===== src/rtl/pic_priority_arbiter.sv =====
// 8259 interrupt scheduler: captures IR0-IR7 requests, resolves fully nested
// rotating priority against mask and ISR, sequences the two-pulse INTA
// acknowledge and executes OCW2 EOI / rotation commands.
module pic_priority_arbiter #(
  parameter int NUM_IR      = 8,
  parameter int SPURIOUS_IR = 7
) (
  input  logic              clk,
  input  logic              rst_n,
  input  logic [NUM_IR-1:0] irq_in,
  input  logic              ltim,
  input  logic [NUM_IR-1:0] mask,
  input  logic              aeoi,
  input  logic [4:0]        vector_base,
  input  logic              ocw2_wr,
  input  logic [2:0]        ocw2_cmd,
  input  logic [2:0]        ocw2_level,
  input  logic              inta_n,
  output logic              int_out,
  output logic [7:0]        vector_out,
  output logic              vector_valid,
  output logic [NUM_IR-1:0] irr,
  output logic [NUM_IR-1:0] isr
);

  localparam logic [2:0] SPUR_LVL = 3'(SPURIOUS_IR);

  // ACK1 is not a resting state: it is the action taken in the cycle of the
  // first inta_n fall, leaving the FSM in WAIT2.
  typedef enum logic [1:0] {
    ST_IDLE,
    ST_PEND,
    ST_WAIT2,
    ST_ACK2
  } state_t;

  // OCW2 {R, SL, EOI} command encodings.
  localparam logic [2:0] CMD_ROT_AEOI_CLR = 3'b000;
  localparam logic [2:0] CMD_NS_EOI       = 3'b001;
  localparam logic [2:0] CMD_SP_EOI       = 3'b011;
  localparam logic [2:0] CMD_ROT_AEOI_SET = 3'b100;
  localparam logic [2:0] CMD_ROT_NS_EOI   = 3'b101;
  localparam logic [2:0] CMD_SET_PRIO     = 3'b110;
  localparam logic [2:0] CMD_ROT_SP_EOI   = 3'b111;

  // Rotate right so that result bit k holds v[(k + n) mod 8].
  function automatic logic [7:0] rot_right(input logic [7:0] v, input logic [2:0] n);
    logic [15:0] d;
    d = {v, v} >> n;
    return d[7:0];
  endfunction

  // Index of the lowest set bit, or 8 when the vector is empty.
  function automatic logic [3:0] first_set(input logic [7:0] v);
    logic [3:0] r;
    r = 4'd8;
    for (int i = 7; i >= 0; i--) begin
      if (v[i]) r = 4'(i);
    end
    return r;
  endfunction

  state_t      state, state_nxt;
  logic        int_nxt;
  logic [7:0]  vector_nxt;
  logic        valid_nxt;
  logic [7:0]  irr_nxt, isr_nxt;
  logic [2:0]  prio_low, prio_nxt;
  logic        rotate_aeoi, rot_nxt;
  logic [2:0]  ack_level, level_nxt;
  logic        ack_spurious, spur_nxt;
  logic [7:0]  irq_prev;
  logic        inta_prev;

  logic        inta_fall, inta_rise;
  logic [2:0]  shift;
  logic [7:0]  req_rot, isr_rot, elig_rot;
  logic [3:0]  isr_first, win_first;
  logic [8:0]  above_isr;
  logic        elig_any, isr_any;
  logic [2:0]  winner, isr_top;

  assign inta_fall = inta_prev & ~inta_n;
  assign inta_rise = ~inta_prev & inta_n;

  // Priority resolution in a rotated frame where bit 0 is the highest level:
  // (prio_low + 1) maps to index 0, prio_low to index 7.
  assign shift     = prio_low + 3'd1;
  assign req_rot   = rot_right(irr & ~mask, shift);
  assign isr_rot   = rot_right(isr, shift);
  assign isr_first = first_set(isr_rot);
  assign isr_any   = |isr;
  assign isr_top   = isr_first[2:0] + shift;

  // Fully nested: only levels strictly above the highest in-service level.
  assign above_isr = (9'd1 << isr_first) - 9'd1;
  assign elig_rot  = req_rot & above_isr[7:0];
  assign elig_any  = |elig_rot;
  assign win_first = first_set(elig_rot);
  assign winner    = win_first[2:0] + shift;

  // Next-state, IRR/ISR update, OCW2 execution and acknowledge sequencing.
  always_comb begin
    // NOTE: every signal driven here gets a default first, so no path can
    // leave one unassigned and infer a latch.
    state_nxt  = state;
    int_nxt    = int_out;
    vector_nxt = vector_out;
    valid_nxt  = vector_valid;
    prio_nxt   = prio_low;
    rot_nxt    = rotate_aeoi;
    level_nxt  = ack_level;
    spur_nxt   = ack_spurious;
    isr_nxt    = isr;

    // Request capture: level mode mirrors the lines; edge mode sets on a
    // rising edge and drops the request once the line falls again.
    if (ltim) irr_nxt = irq_in;
    else      irr_nxt = (irr | (irq_in & ~irq_prev)) & irq_in;

    // OCW2 works on the pre-acknowledge ISR; an ACK1 set below overrides it.
    if (ocw2_wr) begin
      case (ocw2_cmd)
        CMD_NS_EOI: begin
          if (isr_any) isr_nxt[isr_top] = 1'b0;
        end
        CMD_SP_EOI: begin
          if (isr_any) isr_nxt[ocw2_level] = 1'b0;
        end
        CMD_ROT_NS_EOI: begin
          if (isr_any) begin
            isr_nxt[isr_top] = 1'b0;
            prio_nxt         = isr_top;
          end
        end
        CMD_ROT_SP_EOI: begin
          if (isr_any) begin
            isr_nxt[ocw2_level] = 1'b0;
            prio_nxt            = ocw2_level;
          end
        end
        CMD_SET_PRIO:     prio_nxt = ocw2_level;
        CMD_ROT_AEOI_SET: rot_nxt  = 1'b1;
        CMD_ROT_AEOI_CLR: rot_nxt  = 1'b0;
        default: ;
      endcase
    end

    case (state)
      ST_IDLE, ST_PEND: begin
        if (inta_fall) begin
          // ACK1: freeze the winner (or spurious level) for the whole cycle.
          if (elig_any) begin
            level_nxt       = winner;
            spur_nxt        = 1'b0;
            isr_nxt[winner] = 1'b1;
            if (!ltim) irr_nxt[winner] = 1'b0;
          end else begin
            level_nxt = SPUR_LVL;
            spur_nxt  = 1'b1;
          end
          int_nxt   = 1'b0;
          state_nxt = ST_WAIT2;
        end else if (state == ST_IDLE && elig_any) begin
          int_nxt   = 1'b1;
          state_nxt = ST_PEND;
        end else if (state == ST_PEND && !elig_any) begin
          int_nxt   = 1'b0;
          state_nxt = ST_IDLE;
        end
      end
      ST_WAIT2: begin
        if (inta_fall) begin
          vector_nxt = {vector_base, ack_level};
          valid_nxt  = 1'b1;
          state_nxt  = ST_ACK2;
        end
      end
      ST_ACK2: begin
        if (inta_rise) begin
          valid_nxt = 1'b0;
          if (aeoi && !ack_spurious) begin
            isr_nxt[ack_level] = 1'b0;
            if (rotate_aeoi) prio_nxt = ack_level;
          end
          state_nxt = ST_IDLE;
        end
      end
      default: state_nxt = ST_IDLE;
    endcase
  end

  // State, request/service registers and edge-detect history.
  always_ff @(posedge clk or negedge rst_n) begin
    if (!rst_n) begin
      state        <= ST_IDLE;
      int_out      <= 1'b0;
      vector_out   <= 8'h00;
      vector_valid <= 1'b0;
      irr          <= '0;
      isr          <= '0;
      prio_low     <= 3'd7;
      rotate_aeoi  <= 1'b0;
      ack_level    <= 3'd0;
      ack_spurious <= 1'b0;
      irq_prev     <= '0;
      inta_prev    <= 1'b1;
    end else begin
      // NOTE: non-blocking updates so every register samples the values
      // computed from the same pre-edge state.
      state        <= state_nxt;
      int_out      <= int_nxt;
      vector_out   <= vector_nxt;
      vector_valid <= valid_nxt;
      irr          <= irr_nxt;
      isr          <= isr_nxt;
      prio_low     <= prio_nxt;
      rotate_aeoi  <= rot_nxt;
      ack_level    <= level_nxt;
      ack_spurious <= spur_nxt;
      irq_prev     <= irq_in;
      inta_prev    <= inta_n;
    end
  end

endmodule

===== config.mk =====
export PLATFORM = sky130hd
export DESIGN_NAME = pic_priority_arbiter
export DESIGN_NICKNAME = d
export VERILOG_FILES = /design/src/rtl/pic_priority_arbiter.sv
export SDC_FILE = /design/constraint.sdc
export NUM_CORES = 1
export LEC_CHECK = 0
export ABC_CLOCK_PERIOD_IN_PS = 13740
export CAP_MARGIN = 20
export CORE_AREA = 2 2 71 90
export DETAILED_ROUTE_END_ITERATION = 16
export DIE_AREA = 0 0 73 92
export DONT_BUFFER_PORTS = 1
export PLACE_DENSITY = 0.8
export SLEW_MARGIN = 15
export SYNTH_ARGS = -nofsm -noshare
export SYNTH_HDL_FRONTEND = slang
export SYNTH_SLANG_ARGS = --single-unit

===== constraint.sdc =====
create_clock -name clk -period 13.74 [get_ports clk]
set_input_delay 2.748 -clock clk [delete_from_list [all_inputs] [get_ports clk]]
set_output_delay 2.748 -clock clk [all_outputs]
set_load 0.05 [all_outputs]

==> results.txt, run 1 <==
The run finished with clean final reports. The cell sitting at the root of the clock tree is a sky130_fd_sc_hd__clkbuf_8. The remaining global-route overflow was 0; the met2 wire length was 4900 um. In the routed layout, each cell is associated on average with a via count of 7.24. The clock passes through at most 2 buffers. After detailed routing, the average wire length per cell comes to 21.2 um. The biggest cell delay along the critical path was 1010 ps; the number of setup violations in the final report was 0.

Summing all non-filler instances in the final layout gives an area of 3840 um^2. The overall routed net length was 9620 um. The type of destination of the critical path is a flop. The number of placement rows came out at 32. The first detailed-routing pass took 5 iterations.

Number of hold buffers added after cts: 0. The source of the critical timing path was prio_low[0]$_DFF_PN1_. The synthesized netlist devotes 2.67% of its cell area to adder and majority cells. The worst hold path terminates at ack_spurious$_DFFE_PN0P_. The starting DRC count in detailed routing is 360, and the count of warnings emitted by yosys is 0. The tools report the combined area of all synthesized cells as 3750 um^2. The critical path is of the reg -> reg type.

The synthesized design contains 45 register bits. Number of pins with negative max-slew slack in the final report: 0. Summing the sequential cell areas from Yosys gives 30.1% of the chip area. The run gives 440 as the post-synthesis net count. The worst register-to-register path begins at prio_low[0]$_DFF_PN1_. Proportion of layout cells with a drive suffix above 1: 17.1%. Worst clock skew: 14.5 ps. The total CTS buffers came out at 5. In this run the count of I/O pins placed on the die edge is 59.

The congestion estimate from routability-driven global placement came to 0.925. After synthesis, the netlist uses 76 different library cells. The logs give 46 for the largest net degree at the start of global routing and 7390 ps for the register-to-register setup slack.

The simple logic cell fraction of the synthesized area is 23.6%, and the number of buffer and inverter instances along the worst setup path is 2. The path type of the worst min-delay path was reg -> reg. The max capacitance violation total was 0; the number of cells traversed by the worst register-to-register path was 21. For the finished layout, the period the worst path requires is 6350 ps.

The cell count after synthesis came out at 401. Grouping stages by cell kind, the critical path spends the most delay in compound AO/OA/AOI/OAI gates. The number of levels the H-tree was split into is 2, and the count of placed standard cells in the final layout, fillers left out is 455. In this run the remaining antenna-violating nets after routing total 0. Setup repair after global routing left no endpoint under its margin. Of the total synthesized cell area, the portion taken by XOR and XNOR cells is 1.80%. The run gives 3730 um^2 as the cell area reported after detailed placement. In this design, the critical path's most frequently occurring cell is sky130_fd_sc_hd__ha_1.

After synthesis, the share of cell area in mux cells is 15.1%. The post-route clock period utilization was 46.2%. The remaining design rule violation count is 0.

Counting flops with an async set or reset pin after synthesis yields a share of 100%. The final route contains 3293 vias. The final-report hold violation count was 0; the complex-gate fraction of the synthesized area was 22.0%.

TritonCTS built the clock tree. A synthesized cell averages 9.36 um^2. The routed length on met1 is 3780 um.

The top flip-flop cell by instance count after synthesis was sky130_fd_sc_hd__dfrtp_1. The number of placed instances, taps included, is 447. The number of fill cells in the layout was 485; the maximum clock frequency was 157 MHz.

The clock latency on the worst-skew pair came out at 310 ps. The height of the die works out to 92 um. Summed over all failing endpoints, the final setup total negative slack is 0 ps. The number of antenna violations at the first check in global routing is 0.

The data arrival time of the critical path came out at 6600 ps. Width of the die: 73 um. The clock edge transition at the registers on the reported setup and hold paths was 100 ps; the number of port buffers was 0. The critical-path cell with the highest stage delay is sky130_fd_sc_hd__dfstp_2.

The wire-length estimate of the detail-placed layout is 7040 um. The worst flop-to-flop path endpoint was ack_level[2]$_DFFE_PN0P_. The net count reported at finish was 425. Uppermost layer routed: met4. The starting density of the core was 62.9%. The number of global-route vias before repair came out at 3239. The worst hold path stage count came out at 2. The area added between synthesis and finish works out to 2.37%. The tools report the worst max-slew margin expressed relative to the limit as 32.2%.

The run gives 538 ps as the worst hold slack across all endpoints. Traced cell by cell, the critical path runs through ha_1, buf_4, nor4b_1, nor2_1, a211o_1, a21oi_2, nand2_1, nand3_1, ha_1, o21ai_0, o31ai_1, a211oi_2, nand4b_1, a21oi_1, ha_1, inv_1, fa_1, xnor2_1, nor2_1, a21oi_4, mux2_2. Counting every sink on the clock net gives 45. The first global-routing pass estimated 15600 um of wire. By area, the combinational part of the netlist is dominated by simple AND/OR/NAND/NOR gates.

The startpoint of the worst hold path is ack_spurious$_DFFE_PN0P_. The count of flip-flops with a built-in enable after synthesis came out at 0. The floorplan step defined a die boundary enclosing 6720 um^2. For this run, the total global-route usage over all layers was measured as 29.2%. The standard cell core area came out at 5970 um^2. At the pin with the least slew margin, the transition time is 1010 ps. Post-CTS repair changed the size of 0 cells. The peak fanout along the critical path is 39. Critical path startpoint category: a flop. The count of buffers added by post-CTS timing repair for setup was 0. STA puts the critical path data required time at 13980 ps.

The number of antenna diodes in the final layout is 0. Length of routed met3 wiring: 612 um.
-- worst min-delay path, cell delays in order, from the launching register on --
cell and delay (ps):
sky130_fd_sc_hd__dfrtp_1 370, sky130_fd_sc_hd__nand2_1 50, sky130_fd_sc_hd__o21ai_0 80
-- cell usage after synthesis (4+ instances only) --
| cell type | number | area, um^2 |
|---|---|---|
| sky130_fd_sc_hd__nor2_1 | 44 | 165 |
| sky130_fd_sc_hd__dfrtp_1 | 41 | 1030 |
| sky130_fd_sc_hd__nand2_1 | 22 | 82.6 |
| sky130_fd_sc_hd__a21oi_1 | 17 | 85.1 |
| sky130_fd_sc_hd__o21ai_0 | 17 | 85.1 |
| sky130_fd_sc_hd__nand2b_1 | 16 | 100 |
| sky130_fd_sc_hd__a31oi_1 | 13 | 81.3 |
| sky130_fd_sc_hd__mux4_2 | 12 | 270 |
| sky130_fd_sc_hd__nor3_1 | 12 | 60.1 |
| sky130_fd_sc_hd__inv_1 | 11 | 41.3 |
| sky130_fd_sc_hd__mux2_2 | 11 | 124 |
| sky130_fd_sc_hd__mux2i_1 | 10 | 100 |
| sky130_fd_sc_hd__o22ai_1 | 10 | 62.6 |
| sky130_fd_sc_hd__buf_2 | 9 | 45.0 |
| sky130_fd_sc_hd__clkbuf_1 | 9 | 33.8 |
| sky130_fd_sc_hd__nor2b_1 | 9 | 56.3 |
| sky130_fd_sc_hd__or3b_2 | 9 | 78.8 |
| sky130_fd_sc_hd__o311a_1 | 8 | 80.1 |
| sky130_fd_sc_hd__nand4_1 | 7 | 43.8 |
| sky130_fd_sc_hd__nand3_1 | 5 | 25.0 |
| sky130_fd_sc_hd__nand3b_1 | 5 | 37.5 |
| sky130_fd_sc_hd__nor3b_1 | 5 | 37.5 |
| sky130_fd_sc_hd__o211ai_1 | 5 | 37.5 |
| sky130_fd_sc_hd__o21a_1 | 5 | 37.5 |
| sky130_fd_sc_hd__a221oi_1 | 4 | 35.0 |
| sky130_fd_sc_hd__dfstp_2 | 4 | 105 |
| sky130_fd_sc_hd__ha_1 | 4 | 50.1 |
| sky130_fd_sc_hd__o31ai_1 | 4 | 30.0 |
-- placed cells by master, fill, tap and decap left out, types with 3 or more instances in the layout --
cell,count
sky130_fd_sc_hd__a21boi_0,3
sky130_fd_sc_hd__a21o_1,3
sky130_fd_sc_hd__a21oi_1,17
sky130_fd_sc_hd__a221oi_1,4
sky130_fd_sc_hd__a31oi_1,13
sky130_fd_sc_hd__clkbuf_8,5
sky130_fd_sc_hd__dfrtp_1,41
sky130_fd_sc_hd__dfstp_2,4
sky130_fd_sc_hd__ha_1,4
sky130_fd_sc_hd__inv_1,11
sky130_fd_sc_hd__mux2_1,3
sky130_fd_sc_hd__mux2_2,11
sky130_fd_sc_hd__mux2i_1,10
sky130_fd_sc_hd__mux4_2,12
sky130_fd_sc_hd__nand2_1,22
sky130_fd_sc_hd__nand2b_1,16
sky130_fd_sc_hd__nand3_1,5
sky130_fd_sc_hd__nand3b_1,5
sky130_fd_sc_hd__nand4_1,7
sky130_fd_sc_hd__nand4b_1,3
sky130_fd_sc_hd__nor2_1,44
sky130_fd_sc_hd__nor2b_1,9
sky130_fd_sc_hd__nor3_1,12
sky130_fd_sc_hd__nor3b_1,5
sky130_fd_sc_hd__nor4b_1,3
sky130_fd_sc_hd__o211ai_1,5
sky130_fd_sc_hd__o21a_1,5
sky130_fd_sc_hd__o21ai_0,17
sky130_fd_sc_hd__o22ai_1,10
sky130_fd_sc_hd__o311a_1,8
sky130_fd_sc_hd__o31ai_1,4
sky130_fd_sc_hd__or3b_2,9
sky130_fd_sc_hd__xnor2_1,3
-- worst max-delay path by stage --
stage                                          end  slack (ps)  cells after the start
after detailed placement          isr[5]$_DFF_PN0_        7550                     20
after CTS                 ack_level[2]$_DFFE_PN0P_        7540                     21
after global placement            isr[5]$_DFF_PN0_        7870                     20
final                     ack_level[2]$_DFFE_PN0P_        7390                     21
after floorplan                   irr[4]$_DFF_PN0_        8200                     13
after global routing      ack_level[2]$_DFFE_PN0P_        7070                     21
-- stage by stage --
step | utilization (%) | worst slack, ps
floorplan | - | 8200
global placement | 62.5 | 7870
detailed placement | 62.5 | 7550
CTS | 64.4 | 7540
global route | 64.4 | 7070
finish | 64.4 | 7390
-- layout make-up --
cell class / count / area (um^2) / share of cell area (%)
Multi-Input combinational cell: 319 / 2450 / 63.7
Clock inverter: 3 / 47.5 / 1.24
Tap cell: 68 / 85.1 / 2.21
Timing Repair Buffer: 2 / 15.0 / 0.391
Sequential cell: 45 / 1130 / 29.4
Clock buffer: 5 / 68.8 / 1.79
Inverter: 13 / 48.8 / 1.27
-- routing by layer --
metal	vias to the layer above	track usage [%]
li1	1506	-
met4	0	13.4
met3	40	4.73
met1	1575	35.4
met5	-	0
met2	172	49.7
-- cell families after synthesis --
family / after synthesis
buffers and inverters: 37
multiplexers: 38
adder cells (fa/ha/maj): 7
flip-flops: 45
XOR/XNOR: 6
AO/OA/AOI/OAI: 113
AND/OR/NAND/NOR: 155
-- state kept, by name, indices dropped and copies added, names as in the netlist --
signal / cells
prio_low: 3
vector_valid: 1
irr: 8
rotate_aeoi: 1
int_out: 1
state: 2
inta_prev: 1
ack_spurious: 1
isr: 8
irq_prev: 8
ack_level: 3
vector_out: 8
Power of run 1 is not shown: default switching activity piles up to over one toggle a cycle in this logic, so the estimate is an artifact.
==> run 2, diff against run 1 <==
--- a/config.mk
+++ b/config.mk
@@ -5,13 +5,13 @@
 export SDC_FILE = /design/constraint.sdc
 export NUM_CORES = 1
 export LEC_CHECK = 0
-export ABC_CLOCK_PERIOD_IN_PS = 13740
+export ABC_CLOCK_PERIOD_IN_PS = 5600
 export CAP_MARGIN = 20
-export CORE_AREA = 2 2 71 90
+export CORE_AREA = 2 2 75 95
 export DETAILED_ROUTE_END_ITERATION = 16
-export DIE_AREA = 0 0 73 92
+export DIE_AREA = 0 0 77 97
 export DONT_BUFFER_PORTS = 1
-export PLACE_DENSITY = 0.8
+export PLACE_DENSITY = 0.75
 export SLEW_MARGIN = 15
 export SYNTH_ARGS = -nofsm -noshare
 export SYNTH_HDL_FRONTEND = slang
==> constraint.sdc (replaced) <==
create_clock -name clk -period 5.6 [get_ports clk]
set_input_delay 1.12 -clock clk [delete_from_list [all_inputs] [get_ports clk]]
set_output_delay 1.12 -clock clk [all_outputs]
set_load 0.05 [all_outputs]
==> run 2 against run 1 <==
Net effect:
- worst setup slack got worse by 7000 ps
- final area rose by 3.9%
- non-clock buffer count grew 11
- critical path type unchanged
==> results.txt, run 2 (synthesis gave the netlist of run 1 again) <==
The run finished with clean final reports. The proportion of layout cells with a drive suffix above 1 was 20.4%. The area added between synthesis and finish came out at 6.37%. Once the floorplan was initialized, standard cells occupied 57.5% of the core. In this run the remaining antenna-violating nets after routing total 0.

Dividing the detail-routed wire length by the instance count gives 19.7 um. Setup repair after global routing left no endpoint under its margin. The I/O pin total came out at 59.

After clock tree synthesis, the setup repair step added 0 buffers. The logs give 0 ps for the sum of negative setup slack and 436 for the net count reported at finish. Dividing the final minimum period by the clock period gives 93.1%. The data arrival time of the critical path is 5410 ps. 0 antenna diodes ended up in the layout. The wire length of the first global-routing pass is 15900 um, and the number of global-route vias before repair is 3297. For the final-report hold violation count, the log shows 0. The wire-length estimate of the detail-placed layout is 7240 um. The routed layout has 3312 vias. The aggregate global-route resource usage was 26.2%; the minimum clock period after layout was 5210 ps. Max-cap violations in this run came to 0. Clock tree synthesis inserted a total of 5 buffers. From bottom edge to top edge, the die measures 97 um. For this run, design rule violations remaining after detail routing come to 0. Gates resized during post-CTS repair numbered 0. The number of pins with negative max-slew slack in the final report was 0; the count of placed standard cells in the final layout, fillers left out was 485. The placer congestion estimate is 0.958. The first routing iteration left 422 violations. The width of the die was 77 um.

Cells fill 61.2% of the core in the end. After clock tree synthesis, the flow added hold-fix buffers numbering 0. Once placement finished, the instance area stood at 3830 um^2. After clock tree synthesis, the clock-pin slew on the worst setup and hold paths is 90 ps.

Headroom to the max-slew limit came out at 41.8%. Leaving out fill and tap cells, the most frequent cell in the layout is sky130_fd_sc_hd__nor2_1. The number of port buffers was 0.

For the number of antenna violations at the first check in global routing, the log shows 0. Type of destination of the critical path: a flop. The die covers 7470 um^2. For the pin with the worst max-slew slack, the measured transition is 874 ps. The core region is 6520 um^2. The post-placement cell count came out at 477. The H-tree generated during clock tree synthesis spans 2 levels.

At the later pin of the worst-skew pair, clock insertion delay measures 310 ps. The path type of the worst min-delay path is in -> async. First-pass detailed-route iteration total: 5. After routing the design area is 3990 um^2.

The clock tree buffer depth came out at 2. TritonCTS built the clock tree. The number of fill cells in the layout was 586. STA classifies the critical path startpoint as a flop. On the final layout, the worst clock skew is 7.40 ps. Summed over all layers, the global routing overflow is 0.

The largest net degree at the start of global routing is 46. The peak fanout along the critical path was 21. The run gives 9570 um as the overall routed net length.

The endpoint required time on the critical path came out at 5800 ps. CTS placed an instance of sky130_fd_sc_hd__clkbuf_8 at the clock tree root. The logs give 0 for the number of setup violations in the final report and 45 for the number of clock sinks seen by CTS. Timing would allow up to 192 MHz. The routed via count divided by cell count is 6.83. The kind of critical path is reg -> reg. Row generation in the floorplan step produced 33 rows.

In the layout the commonest cells are sky130_fd_sc_hd__nor2_1, sky130_fd_sc_hd__dfrtp_1, sky130_fd_sc_hd__nand2_1, sky130_fd_sc_hd__a21oi_1, sky130_fd_sc_hd__o21ai_0.
## run 2: worst paths after layout
check,slack [ps],depth (start not counted),startpoint,end
min reg2reg,520,2,ack_spurious$_DFFE_PN0P_,ack_spurious$_DFFE_PN0P_
min,500,0,rst_n,vector_out[2]$_DFFE_PN0P_
min in group clk,520,2,ack_spurious$_DFFE_PN0P_,ack_spurious$_DFFE_PN0P_
max reg2reg,390,19,prio_low[0]$_DFF_PN1_,irr[2]$_DFF_PN0_
max,390,19,prio_low[0]$_DFF_PN1_,irr[2]$_DFF_PN0_
max in group asynchronous,4910,0,rst_n,inta_prev$_DFF_PN1_
## run 2: cell type report
class	instances	area (um^2)	area share (%)
Multi-Input combinational cell	319	2480	62.2
Sequential cell	45	1130	28.3
Tap cell	87	109	2.73
Timing Repair Buffer	13	101	2.54
Clock buffer	5	68.8	1.72
Clock inverter	3	50.0	1.25
Inverter	13	48.8	1.22
## run 2: per-stage QoR
step	hold slack (ps)	setup WS [ps]
after global routing	475	58.1
after CTS	491	132
after floorplan	451	759
after detailed placement	497	177
after global placement	492	392
final	495	388
## run 2: layer usage
| layer | global-route usage [%] | wire length [um] | vias to the layer above | share of wire, % |
|---|---|---|---|---|
| li1 | - | - | 1523 | - |
| met1 | 31.4 | 3610 | 1592 | 38 |
| met2 | 45.3 | 4970 | 161 | 52 |
| met3 | 3.82 | 663 | 36 | 6.9 |
| met4 | 13.6 | 327 | 0 | 3.4 |
| met5 | 0 | 0 | - | 0 |
## run 2: worst max-delay path: stages (launching register included)
cell                       delay, ps
sky130_fd_sc_hd__dfstp_2         540
sky130_fd_sc_hd__ha_2            320
sky130_fd_sc_hd__buf_6           190
sky130_fd_sc_hd__mux2_1          360
sky130_fd_sc_hd__mux4_2          550
sky130_fd_sc_hd__inv_1            80
sky130_fd_sc_hd__and4_4          250
sky130_fd_sc_hd__nor2b_1          80
sky130_fd_sc_hd__nand3_1          70
sky130_fd_sc_hd__ha_1            200
sky130_fd_sc_hd__o21ai_0         120
sky130_fd_sc_hd__o31ai_1         300
sky130_fd_sc_hd__a211oi_2        160
sky130_fd_sc_hd__nand4b_1        190
sky130_fd_sc_hd__a21oi_1         150
sky130_fd_sc_hd__ha_1            160
sky130_fd_sc_hd__inv_1            50
sky130_fd_sc_hd__fa_1            510
sky130_fd_sc_hd__or3_1           470
sky130_fd_sc_hd__o311a_1         360
Power of run 2 is left out for the same reason.
==> run 3, diff against run 2 <==
==> constraint.sdc (replaced) <==
create_clock -name clk -period 5.6 [get_ports clk]
set_input_delay 0.56 -clock clk [delete_from_list [all_inputs] [get_ports clk]]
set_output_delay 0.56 -clock clk [all_outputs]
set_load 0.05 [all_outputs]
==> run 3 against run 2 <==
Net effect:
- core utilization up 0.31 points
- non-clock buffer count up 1
- routed wire length rose by 0.92%
- hold slack lost 410 ps
- clock-buffer cell count stayed put
- clock skew decreased by 0.59 ps
- sequential cell count did not move
- critical path type unchanged
- highest routed layer unchanged
==> results.txt, run 3 (synthesis gave the netlist of run 1 again) <==
Global routing used 26.5% of the available tracks. Overall routed net length: 9660 um. The number of global-route vias before repair was 3312. The tools report the wire length of the first global-routing pass as 16000 um. The proportion of layout cells with a drive suffix above 1 came out at 20.6%. The number of levels the H-tree was split into came out at 2.

Port buffering added 0 buffers. In this run the core area contains 33 standard-cell rows. The logs give 6 for the first-pass detailed-route iteration total and 59 for the I/O pin total. The run gives 7240 um as the post-detailed-placement half-perimeter wirelength. In this run the clock root is driven by a sky130_fd_sc_hd__clkbuf_8. The library cells used most frequently in the layout, excluding fill and tap cells, are sky130_fd_sc_hd__nor2_1, sky130_fd_sc_hd__dfrtp_1, sky130_fd_sc_hd__nand2_1, sky130_fd_sc_hd__a21oi_1, sky130_fd_sc_hd__o21ai_0. The die covers 7470 um^2. Setup violations remaining at the end of the flow were counted as 0. Global routing finished with a remaining overflow of 0. The width of the die came out at 77 um. In this run the standard cell core region covers 6520 um^2. Setup repair after global routing left no endpoint under its margin. The post-route cell area was 4010 um^2; the peak fanout along the critical path was 21. The most frequent standard cell in the layout excluding fill and tap cells was sky130_fd_sc_hd__nor2_1. The tools report the critical path startpoint category as a flop. Path type of the worst min-delay path: in -> async. The clock edge transition at the registers on the reported setup and hold paths is 90 ps, and the sum of negative setup slack is 0 ps. Max-cap violations in this run came to 0. The minimum clock period after layout was 5220 ps; the remaining design rule violation count was 0. The height of the die was 97 um; the number of antenna violations at the first check in global routing was 0. Kind of critical path: reg -> reg.

For the cell area reported after detailed placement, the log shows 3830 um^2. Final-report hold violation count: 0. The flow ran to the end, and the final reports show no timing, DRC or antenna violations. In this run the remaining antenna-violating nets after routing total 0. Maximum clock frequency: 192 MHz. Actual transition at the worst max-transition pin: 866 ps.

In the finished design, the share of the clock period the worst path needs comes to 93.2%. The tools report the starting DRC count in detailed routing as 451. STA puts the critical path data required time at 5790 ps. After filler insertion, the fill cell instance count of the layout stands at 581. For the worst max-slew margin expressed relative to the limit, the log shows 42.3%. The run gives 437 as the net count reported at finish. TritonCTS built the clock tree.

The type of destination of the critical path was a flop. Clock skew on the completed layout was measured at 6.81 ps. CTS saw 45 sinks. No sink is reached through more buffers than the 2 on the longest clock path. Buffers added to address setup during post-CTS repair amount to 0. 0 antenna diodes ended up in the layout. For the total CTS buffers, the log shows 5. For the worst flop-to-flop path, the logic depth is 19. The per-cell routed wire length was 19.9 um; the placer congestion estimate was 0.958.

From synthesis to final layout, the design area changed by 6.90%. The tools report the number of pins with negative max-slew slack in the final report as 0. Number of vias after detailed routing: 3323. Data arrives at the worst endpoint at 5410 ps. Largest net degree at the start of global routing: 42. The routed via count divided by cell count was 6.84.

The run gives 300 ps as the clock latency on the worst-skew pair. The initial utilization of the core area, before any placement, comes to 57.5%.
run 3: cell types whose count changed in the layout (fill, tap and decap cells not counted):
cell	previous run	this run
sky130_fd_sc_hd__buf_12	0	1
run 3: layout make-up:
| class | count | area [um^2] | share of cell area (%) |
|---|---|---|---|
| multi-input combinational | 319 | 2480 | 61.9 |
| sequential | 45 | 1130 | 28.2 |
| clock inverter | 3 | 50.0 | 1.25 |
| inverter | 13 | 48.8 | 1.22 |
| timing repair buffer | 14 | 121 | 3.02 |
| tap | 87 | 109 | 2.71 |
| clock buffer | 5 | 68.8 | 1.71 |
run 3: per-stage QoR:
stage	utilization (%)	hold slack, ps	instances	setup WS, ps
6_report	61.5	87.0	486	379
5_1_grt	61.5	81.4	486	58.1
4_1_cts	60.9	87.7	486	132
3_5_place_dp	58.7	265	477	177
3_3_place_gp	58.7	265	477	392
2_1_floorplan	-	264	401	759
run 3: layer usage:
layer	GRT usage (%)	vias up	wire length, um
met5	0	-	0
met4	13.3	0	310
met3	3.82	35	707
met2	46.0	182	4980
met1	31.8	1576	3660
li1	-	1530	-
run 3: worst paths after layout:
path / end / slack [ps] / start
worst max-delay path: irr[2]$_DFF_PN0_ / 380 / prio_low[0]$_DFF_PN1_
worst min register to register: ack_spurious$_DFFE_PN0P_ / 520 / ack_spurious$_DFFE_PN0P_
worst max register to register: irr[2]$_DFF_PN0_ / 380 / prio_low[0]$_DFF_PN1_
max in group asynchronous: isr[7]$_DFF_PN0_ / 5310 / rst_n
worst min-delay path: irr[3]$_DFF_PN0_ / 90 / rst_n
min in group clk: inta_prev$_DFF_PN1_ / 250 / inta_n
run 3: what timing repair did:
action	4_1_cts	5_1_grt
hold buffers	1	0
endpoints found under the hold margin	41	0
resized for setup	0	7
endpoints found under the setup margin	0	17
run 3: worst max-delay path, cell delays in order, from the launching register on:
cell and delay (ps):
sky130_fd_sc_hd__dfstp_2 540, sky130_fd_sc_hd__ha_2 320, sky130_fd_sc_hd__buf_6 190, sky130_fd_sc_hd__mux2_1 360, sky130_fd_sc_hd__mux4_2 550, sky130_fd_sc_hd__inv_1 80
sky130_fd_sc_hd__and4_4 250, sky130_fd_sc_hd__nor2b_1 70, sky130_fd_sc_hd__nand3_1 70, sky130_fd_sc_hd__ha_1 200, sky130_fd_sc_hd__o21ai_0 130, sky130_fd_sc_hd__o31ai_1 300
sky130_fd_sc_hd__a211oi_2 150, sky130_fd_sc_hd__nand4b_1 190, sky130_fd_sc_hd__a21oi_1 160, sky130_fd_sc_hd__ha_1 160, sky130_fd_sc_hd__inv_1 50, sky130_fd_sc_hd__fa_1 510
sky130_fd_sc_hd__or3_1 470, sky130_fd_sc_hd__o311a_1 360
Power of run 3 is left out for the same reason.
